<file path="config.mk">
export PLATFORM = sky130hd
export DESIGN_NAME = coin_dispense_sequencer
export DESIGN_NICKNAME = d
export VERILOG_FILES = /design/src/rtl/coin_dispense_sequencer.sv
export SDC_FILE = /design/constraint.sdc
export NUM_CORES = 1
export LEC_CHECK = 0
export CORE_MARGIN = 2
export CORE_UTILIZATION = 58
export CTS_CLUSTER_SIZE = 25
export DETAILED_ROUTE_END_ITERATION = 8
export GPL_TIMING_DRIVEN = 0
export PLACE_DENSITY = 0.86
export SETUP_SLACK_MARGIN = 0.5
export SLEW_MARGIN = 0
export SYNTH_ARGS = -nofsm -noshare
export SYNTH_HDL_FRONTEND = slang
export SYNTH_SLANG_ARGS = --single-unit
</file>
<file path="constraint.sdc">
create_clock -name clk -period 4.55 [get_ports clk]
set_input_delay 1.365 -clock clk [delete_from_list [all_inputs] [get_ports clk]]
set_output_delay 1.365 -clock clk [all_outputs]
set_load 0.02 [all_outputs]
</file>
<file path="src/rtl/coin_dispense_sequencer.sv">
// coin_dispense_sequencer: runs one push/retract servo stroke per coin,
// watchdogs the servo done flags, reports progress/done/fault upstream.
// Build option: DISPENSE_ABORT_EN adds the 'abort' level input.
// Ports:
//   clk, clr            clock, async active-high reset
//   dispense_req        level request, sampled in IDLE
//   dispense_count      coins to dispense, captured on accept
//   servoBackDone       low while a push stroke settles
//   servoFrontDone      low while a retract stroke settles
//   abort               (DISPENSE_ABORT_EN) stop after current coin
//   servoCtrl           bit 0: 1 push, 0 retract; bits 31:1 zero
//   dispense_ack        one-cycle pulse on accept
//   busy                accept until the cycle after done
//   dispense_done       one-cycle pulse at end of sequence
//   dispensed           coins completed in current/last sequence
//   fault               sticky, cleared on next accept
module coin_dispense_sequencer #(
   parameter int COUNT_W        = 4,
   parameter int ACK_WAIT       = 8,
   parameter int TIMEOUT_CYCLES = 40_000_000
) (
   input  logic               clk,
   input  logic               clr,
   input  logic               dispense_req,
   input  logic [COUNT_W-1:0] dispense_count,
   input  logic               servoBackDone,
   input  logic               servoFrontDone,
`ifdef DISPENSE_ABORT_EN
   input  logic               abort,
`endif
   output logic [31:0]        servoCtrl,
   output logic               dispense_ack,
   output logic               busy,
   output logic               dispense_done,
   output logic [COUNT_W-1:0] dispensed,
   output logic               fault
);

   localparam logic [2:0] S_IDLE         = 3'd0;
   localparam logic [2:0] S_PUSH         = 3'd1;
   localparam logic [2:0] S_PUSH_WAIT    = 3'd2;
   localparam logic [2:0] S_RETRACT      = 3'd3;
   localparam logic [2:0] S_RETRACT_WAIT = 3'd4;
   localparam logic [2:0] S_FINISH       = 3'd5;
   localparam logic [2:0] S_FAULT        = 3'd6;

   // Timer matches limit-1 so the move happens after exactly 'limit' cycles.
   localparam logic [31:0] ACK_LIM = 32'(ACK_WAIT - 1);
   localparam logic [31:0] TMO_LIM = 32'(TIMEOUT_CYCLES - 1);

   logic [2:0]         state_q, state_d;
   logic [31:0]        timer_q, timer_d;
   logic [COUNT_W-1:0] count_q, count_d;
   logic [COUNT_W-1:0] disp_q, disp_d;
   logic [COUNT_W-1:0] disp_inc;
   logic               ctrl_q, ctrl_d;
   logic               ack_q, ack_d;
   logic               busy_q, busy_d;
   logic               done_q, done_d;
   logic               fault_q, fault_d;
   logic               stop_now;

`ifdef DISPENSE_ABORT_EN
   logic stop_q, stop_d;

   // Abort is remembered for the rest of the sequence; the coin in
   // flight always completes before the sequence stops.
   always_comb begin
      stop_d = stop_q;
      if (state_q == S_IDLE) begin
         stop_d = 1'b0;
      end else if (abort && (state_q inside {S_PUSH, S_PUSH_WAIT,
                                             S_RETRACT, S_RETRACT_WAIT})) begin
         stop_d = 1'b1;
      end
   end

   assign stop_now = stop_q | abort;

   always_ff @(posedge clk or posedge clr) begin
      if (clr) stop_q <= 1'b0;
      else     stop_q <= stop_d;
   end
`else
   assign stop_now = 1'b0;
`endif

   assign disp_inc = disp_q + COUNT_W'(1);

   always_comb begin
      state_d = state_q;
      count_d = count_q;
      disp_d  = disp_q;
      ctrl_d  = ctrl_q;
      ack_d   = 1'b0;
      done_d  = 1'b0;
      busy_d  = busy_q;
      fault_d = fault_q;
      unique case (state_q)
         S_IDLE: begin
            // busy_q still high here marks the cycle showing done;
            // no accept until it has dropped.
            busy_d = 1'b0;
            if (!busy_q && dispense_req && servoBackDone && servoFrontDone) begin
               ack_d   = 1'b1;
               busy_d  = 1'b1;
               fault_d = 1'b0;
               disp_d  = '0;
               count_d = dispense_count;
               if (dispense_count == '0) begin
                  state_d = S_FINISH;
               end else begin
                  ctrl_d  = 1'b1;
                  state_d = S_PUSH;
               end
            end
         end
         S_PUSH: begin
            if (!servoBackDone) begin
               state_d = S_PUSH_WAIT;
            end else if (timer_q == ACK_LIM) begin
               ctrl_d  = 1'b0;
               state_d = S_FAULT;
            end
         end
         S_PUSH_WAIT: begin
            if (servoBackDone) begin
               ctrl_d  = 1'b0;
               state_d = S_RETRACT;
            end else if (timer_q == TMO_LIM) begin
               ctrl_d  = 1'b0;
               state_d = S_FAULT;
            end
         end
         S_RETRACT: begin
            if (!servoFrontDone) begin
               state_d = S_RETRACT_WAIT;
            end else if (timer_q == ACK_LIM) begin
               state_d = S_FAULT;
            end
         end
         S_RETRACT_WAIT: begin
            if (servoFrontDone) begin
               disp_d = disp_inc;
               if ((disp_inc == count_q) || stop_now) begin
                  state_d = S_FINISH;
               end else begin
                  ctrl_d  = 1'b1;
                  state_d = S_PUSH;
               end
            end else if (timer_q == TMO_LIM) begin
               state_d = S_FAULT;
            end
         end
         S_FINISH: begin
            done_d  = 1'b1;
            state_d = S_IDLE;
         end
         S_FAULT: begin
            ctrl_d  = 1'b0;
            fault_d = 1'b1;
            done_d  = 1'b1;
            state_d = S_IDLE;
         end
         default: begin
            ctrl_d  = 1'b0;
            state_d = S_IDLE;
         end
      endcase
   end

   // Timer restarts on every state entry and idles at zero.
   assign timer_d = ((state_d != state_q) || (state_q == S_IDLE)) ?
                    '0 : timer_q + 32'd1;

   always_ff @(posedge clk or posedge clr) begin
      if (clr) begin
         state_q <= S_IDLE;
         timer_q <= '0;
         count_q <= '0;
         disp_q  <= '0;
         ctrl_q  <= 1'b0;
         ack_q   <= 1'b0;
         busy_q  <= 1'b0;
         done_q  <= 1'b0;
         fault_q <= 1'b0;
      end else begin
         state_q <= state_d;
         timer_q <= timer_d;
         count_q <= count_d;
         disp_q  <= disp_d;
         ctrl_q  <= ctrl_d;
         ack_q   <= ack_d;
         busy_q  <= busy_d;
         done_q  <= done_d;
         fault_q <= fault_d;
      end
   end

   assign servoCtrl     = {31'd0, ctrl_q};
   assign dispense_ack  = ack_q;
   assign busy          = busy_q;
   assign dispense_done = done_q;
   assign dispensed     = disp_q;
   assign fault         = fault_q;

endmodule

</file>
# Yosys cells after proc, flatten, opt, wreduce, memory -nomap -nowiden

Index checks and enable logic that the tools add are counted.

Bits in registers: 48
Input bits: 9
Output and inout port bits: 40
Logic and storage cells: 72

$add $sub $neg: 2
Equality and inequality tests: 17
Mux-type cells: 28
Bitwise gates (word level): 1
Reduce and logical (&&, ||, !) cells: 15

Operators by type and width:

| kind                    | count |
|---|---|
| $add A32 B1 Y32 const B | 1 |
| $eq A32 B26 Y1 const B  | 1 |
| $eq A32 B3 Y1 const B   | 1 |
| $mux W32                | 1 |
| $mux W3                 | 9 |
| $pmux W3 S5             | 1 |
| $mux W1                 | 12 |
| $ne A2 B2 Y1 const B    | 6 |
| $eq A3 B3 Y1 const B    | 3 |
| $mux W4                 | 2 |
| $pmux W4 S2             | 1 |
| $reduce_and A8 Y1       | 1 |
| $eq A3 B2 Y1 const B    | 2 |
| $pmux W1 S5             | 1 |
| $add A4 B1 Y4 const B   | 1 |
| $eq A4 B4 Y1            | 1 |
| $logic_not A4 Y1        | 1 |
| $reduce_and A2 Y1       | 2 |
| $reduce_bool A2 Y1      | 2 |
| $reduce_or A2 Y1        | 2 |
| $eq A3 B1 Y1 const B    | 1 |
| $logic_and A1 B1 Y1     | 3 |
| $logic_not A3 Y1        | 1 |
| $ne A3 B3 Y1            | 1 |
| other kinds (6)         | 6 |

# Longest topological paths before layout

Gate-level depths: netlist of the first run.

Word-level depth: 9
Depth in mapped cells: 8
Gate-level depth less buffers: 7

# Worst setup path before layout of the first run

Ideal clock, no wire load.

Kind: input to register
From: input dispense_count[1]
To: register timer_q[3]
Setup time: 119 ps
Arrival time: 2880 ps
Required time: 4431 ps
Setup slack: 1551 ps
Stages: 7
Buffers on the path: 1
Path through: or4_1 o31ai_1 o2bb2ai_1 nor3_1 a32oi_2 buf_6 nor2_1

Cells in the longest elaborated chain, start to end: 7

RTL lines:

| what                   | RTL line | text |
|---|---|---|
| start: declaration     | 25       | `input logic [COUNT_W-1:0] dispense_count,` |
| $logic_not A4 Y1       | 110      | `if (dispense_count == '0) begin` |
| $mux W3                | 110      |  |
| $mux W3                | 104      | `if (!busy_q && dispense_req && servoBackDone && servoFrontDone) begin` |
| $pmux W3 S5            | 99       | `unique case (state_q)` |
| $ne A3 B3 Y1           | 173      | `assign timer_d = ((state_d != state_q) \|\| (state_q == S_IDLE)) ?` |
| $logic_or A1 B1 Y1     | 173      |  |
| $mux W32               | 173      |  |
| named net timer_d[3]   | 52       | `logic [31:0] timer_q, timer_d;` |
| end signal: assignment | 189      | `timer_q <= timer_d;` |
| end: declaration       | 52       |  |

The timed path passes the listed nets, and every way through them passes these cells.
A chain may end at the register's enable or synchronous reset.

# Worst setup path in the final report of the first run

From: input dispense_count[1]
To: register timer_q[0]

Same word-level chain as after synthesis.

==> reports/metrics.yaml, run 1 <==
place:
  gp_congestion: 0.866
  placed_area_sq_um: 3290
  portBuffers: 15
  hpwlAfterDp_um: 4210
cts:
  cts_resized: 0
  cts_root_buffer: "clkbuf_8"
  cts_tree: "yes"
  cts_setup_buffers: 0
  cts_hold_buf: 0
  h-tree-depth: 2
  cts.clk_slew.worst_paths_ns: 0.08
  numCtsBuffers: 5
  clockBufferDepth: 2
  clock-sinks: 48
  clk_latency_ns: 0.31
grt:
  antenna_found_initial: 0
  grt_pass1_vias: 2159
  grt_pass1_wl_um: 10000
  grt-ovfl-total: 0
  grt_start_max_net_pins: 36
  grt_usage_pct: 23.2
job:
  maxCapViolCount: 0
sta:
  maxSlewViolCount: 0
  worst_clock_skew_ns: 0.0117
  finalCritPeriodShare_pct: 75.3
  final-setup-viol-count: 0
  rsz0062_at_grt: "false"
  tns_ns: 0
  whs_ns: 0.502
  max_freq_mhz: 292
  slew_headroom_pct: 45.6
  worstMarginPinSlew_ns: 0.809
  fin_crit_ns: 3.43
  hold_viol_final: 0
floorplan:
  die_w_um: 75.0
  die_h_um: 75.0
  row_count: 25
  core_area_sq_um: 4790
  ios: 49
  start_util_pct: 61.1
  die-area_sq_um: 5620
final_layout:
  regArea_sq_um: 1200
  fillCellCount: 368
  fin_nets: 379
  stdcell_area_sq_um: 3400
  multiInputGateArea_sq_um: 1500
  n_antenna_cell: 0
  drive_gt1_share_pct: 17.1
  areaGrowthSynthToFinish_pct: 16.4
synthesis:
  ys_seq_area_share_pct: 41.1
  netlist-cell-type-count: 46
  netlist_area_sq_um: 2920
  synthTopCellsByArea: "dfrtp_1 41%, buf_4 8.2%, xor2_1 6.9%"
  yosysTopAreaCell: "dfrtp_1"
  syn-instance-count: 315
  postSynthAreaPerCell_sq_um: 9.28
  yosysWarnings: 0
  ys.flop_type: "dfrtp_1"
  synth-async-reset-ratio_pct: 100
  synth_edf_count: 0
  synth_seq_cells: 48
  synth_top_area_share_pct: 41.1
critical_path:
  max_stage_delay_ns: 0.60
  cp-start-kind: "input pin"
  arrival_ns: 3.62
  slowest_stage: "or4_1"
  path_max_fanout: 10
  cp.buffers_inverters: 2
  cp-end-kind: "flip-flop"
  critPathTopFamily: "compound AO/OA/AOI/OAI gates"
  cp.required_ns: 4.74
  cp_cell_sequence: "clkdlybuf4s50_1, or4_1, o31ai_1, o2bb2ai_1, nor3_1, a32oi_2, buf_6, nor2_1"
  crit_type: "in -> reg"
power_and_ir_drop:
  ir_drop_v: 0.000270
  p_per_area_nw_per_um2: 430
  p_leak_nw: 1.49
status:
  outcome: "complete, no violations"
drt:
  routedWlPerCell_um: 13.2
  vias_per_cell: 5.25
  first_iter_violations: 100
  drc_errors: 0
  routed_wl_um: 5740
  ant_nets: 0
  via_count: 2289
  first_pass_iters: 4
worst_hold_path:
  holdCritPathClass: "reg -> reg"
==> Yosys cell counts, drive strengths merged, types with 2 or more instances <==
cell type,instances
nor3,7
nand4,17
xor2,23
ha,2
mux2,5
inv,6
xnor2,14
nand3,15
o211ai,3
o31ai,4
or4,3
nand2,16
buf,39
mux2i,3
clkbuf,5
nor4,10
dfrtp,48
nand2b,2
nor2b,5
and3,6
a21oi,3
nor2,45
o21ai,14
and4,2
and2,5
==> logic make-up (layout without fill, tap and decap cells) <==
| group | Yosys count | in the layout | share of synthesized area, % |
|---|---|---|---|
| simple gates | 138 | 138 | 25.5 |
| buf+inv | 50 | 74 | 11.4 |
| flops | 48 | 48 | 41.1 |
| xor+xnor | 37 | 37 | 11.1 |
| compound gates | 31 | 31 | 6.94 |
| mux | 8 | 8 | 2.95 |
| fa+ha+maj | 2 | 2 | 0.856 |
| other cells | 1 | 31 | 0.128 |
==> placed cells by master, fill, tap and decap left out, types with 6 or more instances in the layout <==
cell	n
and3_1	6
buf_4	32
clkdlybuf4s50_1	15
conb_1	31
dfrtp_1	48
nand2_1	16
nand3_1	15
nand4_1	15
nor2_1	42
nor3_1	6
nor4_1	9
o21ai_0	14
xnor2_1	14
xor2_1	23
==> sequential cells by signal, summed over array words and instances (netlist names) <==
signal	flops
dispensed	4
busy	1
dispense_done	1
ctrl_q	1
dispense_ack	1
count_q	4
state_q	3
fault	1
timer_q	32
==> metal layers <==
| layer | global-route usage, % | up-vias | routed length [um] |
|---|---|---|---|
| met5 | 0 | - | 0 |
| met4 | 7.74 | 0 | 88 |
| met3 | 4.15 | 11 | 235 |
| met2 | 39.0 | 55 | 2880 |
| met1 | 30.5 | 1081 | 2530 |
| li1 | - | 1142 | - |
==> power by group <==
part / leakage, nW / internal [W] / total (W) / switching (W)
Combinational: 0.787 / 0.000262 / 0.000614 / 0.000352
Clock: 0.0541 / 0.000163 / 0.000311 / 0.000148
Sequential: 0.649 / 0.000487 / 0.000539 / 0.0000515
Total: 1.49 / 0.000911 / 0.00146 / 0.000552
==> worst paths after layout <==
kind,from,to,slack (ns),depth (start not counted)
max in group asynchronous,clr,timer_q[12],2.73,3
worst max register to register,timer_q[0],timer_q[0],2.07,8
worst min register to register,timer_q[0],timer_q[0],0.50,1
worst max-delay path,dispense_count[1],timer_q[0],1.12,8
min in group asynchronous,clr,count_q[0],1.33,2
worst min-delay path,timer_q[0],timer_q[0],0.50,1
==> worst register-to-register path, stage by stage (launching register included) <==
cell and delay, ns:
dfrtp_1 0.39, ha_1 0.23, nand3_1 0.19, or4_4 0.59, nor4_2 0.16, a211oi_1 0.09
a32oi_2 0.43, buf_6 0.22, nor2_1 0.06
==> layout make-up <==
| type | instances | area share [%] |
|---|---|---|
| flip-flops and latches | 48 | 35.3 |
| multi-input cells | 247 | 44.1 |
| well taps | 67 | 2.47 |
| clock inverters | 3 | 1.25 |
| clock buffers | 5 | 2.02 |
| inverters | 6 | 0.662 |
| repair buffers | 16 | 5.00 |
| plain buffers | 44 | 9.16 |
==> metrics by stage <==
step	total power [W]	utilization, %	std cells	setup WS [ns]
floorplan	0.00100	-	345	1.55
global placement	0.00113	68.3	427	0.837
detailed placement	0.00116	68.7	428	0.816
CTS	0.00147	71.1	436	1.14
global route	0.00156	71.1	436	1.08
finish	0.00146	71.1	436	1.12
Note: power is estimated with default switching activity, not from simulation.
==> run 2: changes to the inputs <==
- CORE_UTILIZATION: 58 -> 48
- PLACE_DENSITY: 0.86 -> 0.76
- clock period: 4.55 -> 2.9 ns (I/O delays scaled with it)
==> reports/metrics.yaml, run 2 (synthesis results as in run 1) <==
grt:
  antenna_found_initial: 0
  grt-ovfl-total: 0
  grt_start_max_net_pins: 27
  grt_pass1_wl_um: 10200
  grt_pass1_vias: 2319
  grt_usage_pct: 19.9
power_and_ir_drop:
  p_comb_share_pct: 52.0
  p_clk_share_pct: 15.8
  switching_share_pct: 37.3
  seqPwrFrac_pct: 32.3
  ir_drop_v: 0.000509
  p_leak_nw: 1.59
  p_int_w: 0.00166
  p_per_area_nw_per_um2: 724
  switchingPower_w: 0.000988
floorplan:
  core_area_sq_um: 5890
  ios: 49
  die-area_sq_um: 6730
  row_count: 28
  die_h_um: 82.0
  die_w_um: 82.0
  start_util_pct: 49.7
final_layout:
  areaGrowthSynthToFinish_pct: 25.4
  largest_reg_flops: 32
  fillCellCount: 508
  fin_nets: 391
  top_register: "timer_q"
  drive_gt1_share_pct: 24.9
  stdcell_area_sq_um: 3670
  final_cells: 456
  fin_util_pct: 62.3
  final_common_cell: "dfrtp_1"
  final_cell_mix: "48 x dfrtp_1, 39 x buf_4, 35 x nor2_1"
  n_antenna_cell: 0
place:
  hpwlAfterDp_um: 4240
  portBuffers: 15
  gp_congestion: 0.832
  place_inst: 436
  placed_area_sq_um: 3300
cts:
  cts_hold_buf: 0
  clockBufferDepth: 2
  h-tree-depth: 2
  numCtsBuffers: 5
  clk_latency_ns: 0.30
  clock-sinks: 48
  cts_tree: "yes"
  cts.clk_slew.worst_paths_ns: 0.09
  cts_root_buffer: "clkbuf_8"
drt:
  ant_nets: 0
  routed_wl_um: 6350
  via_count: 2380
  vias_per_cell: 5.22
  routedWlPerCell_um: 13.9
  first_pass_iters: 4
  first_iter_violations: 120
  drc_errors: 0
critical_path:
  crit_type: "in -> reg"
  cp.required_ns: 3.09
  cp-start-kind: "input pin"
  r2r_start: "timer_q[8]"
  cp_cell_sequence: "buf_6, or4_4, o31ai_4, o2bb2ai_2, nor3_2, a32oi_2, buf_6, buf_12, buf_16, nor2_4"
  arrival_ns: 2.61
  crit_top_cell: "buf_6"
  slowest_stage: "or4_4"
  setup.worst_path.start: "dispense_count[0]"
  cp-end-kind: "flip-flop"
  max_stage_delay_ns: 0.56
  path_max_fanout: 6
job:
  maxCapViolCount: 0
worst_hold_path:
  holdCritPathClass: "reg -> reg"
  holdCritStartpoint: "dispensed[3]"
sta:
  slew_headroom_pct: 53.7
  finalCritPeriodShare_pct: 83.6
  worst_clock_skew_ns: 0.0140
  tns_ns: 0
  max_freq_mhz: 412
  maxSlewViolCount: 0
  whs_ns: 0.538
  worstMarginPinSlew_ns: 0.688
  final-setup-viol-count: 0
  fin_crit_ns: 2.43
  rsz0062_at_grt: "true"
  hold_viol_final: 0
status:
  outcome: "complete, no violations"
## run 2: changes by cell type in the layout (fill, tap and decap cells not counted), moves of 3 or more
| cell | previous run | this run |
|---|---|---|
| buf_4 | 32 | 39 |
| nor2_1 | 42 | 35 |
| clkdlybuf4s50_1 | 15 | 10 |
| nor2_2 | 3 | 7 |
| nor2_4 | 0 | 3 |
| nor4_1 | 9 | 6 |
## run 2: power groups by stage
stage	clock network, W	logic (W)	registers, W
2_1_floorplan	0	0.000696	0.000874
3_3_place_gp	0	0.000928	0.000853
3_5_place_dp	0	0.000951	0.000858
4_1_cts	0.000424	0.00130	0.000848
5_1_grt	0.000447	0.00150	0.000869
6_report	0.000418	0.00138	0.000856
## run 2: path summary, 6_finish.rpt
check | to | slack (ns) | cells after the start
worst max register to register | timer_q[2] | 0.55 | 10
min in group asynchronous | timer_q[31] | 0.90 | 2
worst min register to register | dispensed[3] | 0.54 | 1
worst min-delay path | dispensed[3] | 0.54 | 1
max in group asynchronous | timer_q[5] | 1.49 | 3
worst max-delay path | timer_q[2] | 0.47 | 10
## run 2: routing by layer
layer	GRT usage, %	up-vias	routed length (um)
li1	-	1166	-
met1	23.7	1126	2680
met2	34.6	73	3190
met3	4.40	15	347
met4	8.33	0	126
met5	0	-	0
## run 2: what timing repair did
item                                    4_1_cts  5_1_grt
cloned                                        2        0
setup buffers                                 7        3
gates resized for setup                      30       19
pin swaps                                     9        9
endpoints found under the setup margin       33       32
## run 2: critical path, delay by kind of cell
family	cells	cell delay, ns
simple gates	3	0.66
buf+inv	4	0.51
compound gates	3	0.56
## run 2: layout make-up
type	count	area (sq um)	share of cell area, %
Buffer	44	319	8.70
Clock buffer	8	90.1	2.46
Inverter	6	22.5	0.614
Multi-Input combinational cell	247	1620	44.3
Sequential cell	48	1200	32.8
Tap cell	75	93.8	2.56
Timing Repair Buffer	28	317	8.63
## run 2: stage by stage
stage,total power [W],worst slack (ns)
final,0.00265,0.475
after global routing,0.00281,0.412
after CTS,0.00258,0.462
after detailed placement,0.00181,-0.283
after global placement,0.00178,-0.279
after floorplan,0.00157,0.428
==> patch: new RTL, flow settings as in run 1 <==
`COUNT_W`: 4 -> 6.
--- a/src/rtl/coin_dispense_sequencer.sv
+++ b/src/rtl/coin_dispense_sequencer.sv
@@ -16,5 +16,5 @@
 //   fault               sticky, cleared on next accept
 module coin_dispense_sequencer #(
-   parameter int COUNT_W        = 4,
+   parameter int COUNT_W        = 6,
    parameter int ACK_WAIT       = 8,
    parameter int TIMEOUT_CYCLES = 40_000_000
Ports: changed (resized dispense_count and dispensed); port bits go from 49 to 53. The function was not compared with the original's and may differ.
==> patch against run 1 <==
Largest power group unchanged. Sequential cell count rose by 4. Hold slack improved by 1.3 ps. Synthesized area rose by 14%. Wire length rose by 23%. Largest cell class unchanged. Cell area rose by 13%. Setup slack got worse by 63 ps. Power rose by 4.9%.
==> patch: results (changes against run 1) <==
[yosys]
synth_commonest_cells=dfrtp_1 (52), nand2_1 (48), nor2_1 (33)
synth_cell_types=52  ; +13%
async_flop_share_pct=100  ; unchanged
yosys_warnings=0  ; unchanged
synthMuxAreaShare_pct=2.67  ; -0.29 points
ys_dominant_reg_cell=dfrtp_1
ys_seq_area_share_pct=39.1  ; -2.0 points
synth.area.top_cells=dfrtp_1 (39%), buf_4 (7.2%), xor2_1 (5.5%)
synthAdderAreaFrac_pct=0.752  ; -0.10 points
synth_compound_area_share_pct=9.24  ; +2.3 points
synth_xor_area_share_pct=10.8  ; -0.26 points

[power]
p_clk_w=0.000253  ; -19%
p_total_w=0.00153  ; +4.9%
p_comb_w=0.000703  ; +14%
p_leak_nw=1.77  ; +19%
peakVddDrop_uv=260  ; -3.4%
switching_share_pct=39.4  ; +1.6 points

[outcome]
status=completed

[place]
dp_hpwl_um=5190  ; +23%
portBuffers=20  ; +5
place.gp.congestion=0.897  ; +3.6%

[sta]
tns_ps=0  ; unchanged
setup_viol=0  ; unchanged
max-slew-margin-rel_pct=44.7  ; -0.91 points
fin_skew_ps=9.92  ; -1.80 ps

[routing]
num_vias=2743  ; +20%
wl_met1_um=2990  ; +18%
dr.pass1.iters=5  ; +1
finalWirelength_um=7070  ; +23%
met2WireLength_um=3590  ; +25%
highest_layer=met4
met3_length_um=366  ; +56%
first_iter_violations=181  ; +81%

[global_routing]
first_global_vias=2565  ; +19%
grt_max_degree=31  ; -14%
grt_usage_pct=23.0  ; -0.22 points
grt_first_pass_wirelength_um=11600  ; +16%
antenna_found_initial=0  ; unchanged

[cts]
cts_setup_buffers=0  ; unchanged
cts_buffer_depth=2  ; unchanged
insertion_delay_ps=300
numCtsBuffers=5  ; unchanged
post_cts_resized=0  ; unchanged
clkTransAtPathRegs_ps=90
clock-root-buffer=clkbuf_8

[min_path]
hold_path.class=flip-flop to flip-flop
hold_path_end=timer_q[0]$_DFF_PP0_

[worst_setup_path]
rrSetupSlack_ps=2080
cp.arrival_ps=3720  ; +100 ps
reg2reg_depth=8  ; unchanged
regToRegStartpoint=dispensed[0]$_DFFE_PP0P_
r2r_end=timer_q[4]$_DFF_PP0_

[final_layout]
largest_register=timer_q
largest_reg_flops=32  ; unchanged
fillers=457  ; +24%
fin_nets=444  ; +17%
drive_above_1_share_pct=16.9  ; -0.14 points

[patch: kinds of logic after synthesis]
group           after synthesis
simple gates                171
buf+inv                      59
flops                        52
compound gates               44
xor+xnor                     36
mux                           8
fa+ha+maj                     2
other cells                   1
[patch: worst max path at each step]
| stage | startpoint | endpoint | depth (start not counted) |
|---|---|---|---|
| 3_5_place_dp | servoFrontDone | timer_q[4]$_DFF_PP0_ | 7 |
| 3_3_place_gp | servoFrontDone | timer_q[10]$_DFF_PP0_ | 7 |
| 4_1_cts | servoFrontDone | timer_q[4]$_DFF_PP0_ | 7 |
| 2_1_floorplan | servoBackDone | count_q[0]$_DFFE_PP0P_ | 6 |
| 5_1_grt | servoFrontDone | timer_q[23]$_DFF_PP0_ | 7 |
| 6_report | servoFrontDone | timer_q[4]$_DFF_PP0_ | 7 |
[patch: area by class of cell]
| cell class | instances | share of cell area (%) |
|---|---|---|
| plain buffers | 49 | 8.84 |
| multi-input cells | 292 | 46.0 |
| well taps | 72 | 2.35 |
| clock inverters | 2 | 0.326 |
| inverters | 10 | 0.979 |
| flip-flops and latches | 52 | 33.9 |
| clock buffers | 5 | 1.80 |
| repair buffers | 21 | 5.74 |
[patch: metal layers]
layer  up-vias  track usage (%)
met3        12             2.94
met5         -                0
met4         0             7.80
li1       1338                -
met1      1296             29.8
met2        97             39.8
[patch: stage by stage]
stage,instances,instance area (µm²),setup slack (ps),hold WS (ps)
6_report,503,3830,1060,503
5_1_grt,503,3830,994,536
4_1_cts,503,3830,1130,501
3_5_place_dp,496,3750,823,482
2_1_floorplan,403,3440,1650,430
3_3_place_gp,495,3730,877,453
[patch: worst max-delay path: stages]
cell and delay [ps]:
clkdlybuf4s50_1 650, nand2_1 150, nor3_1 650, a21oi_1 200, o32a_4 400, buf_6 170
nor2_2 130
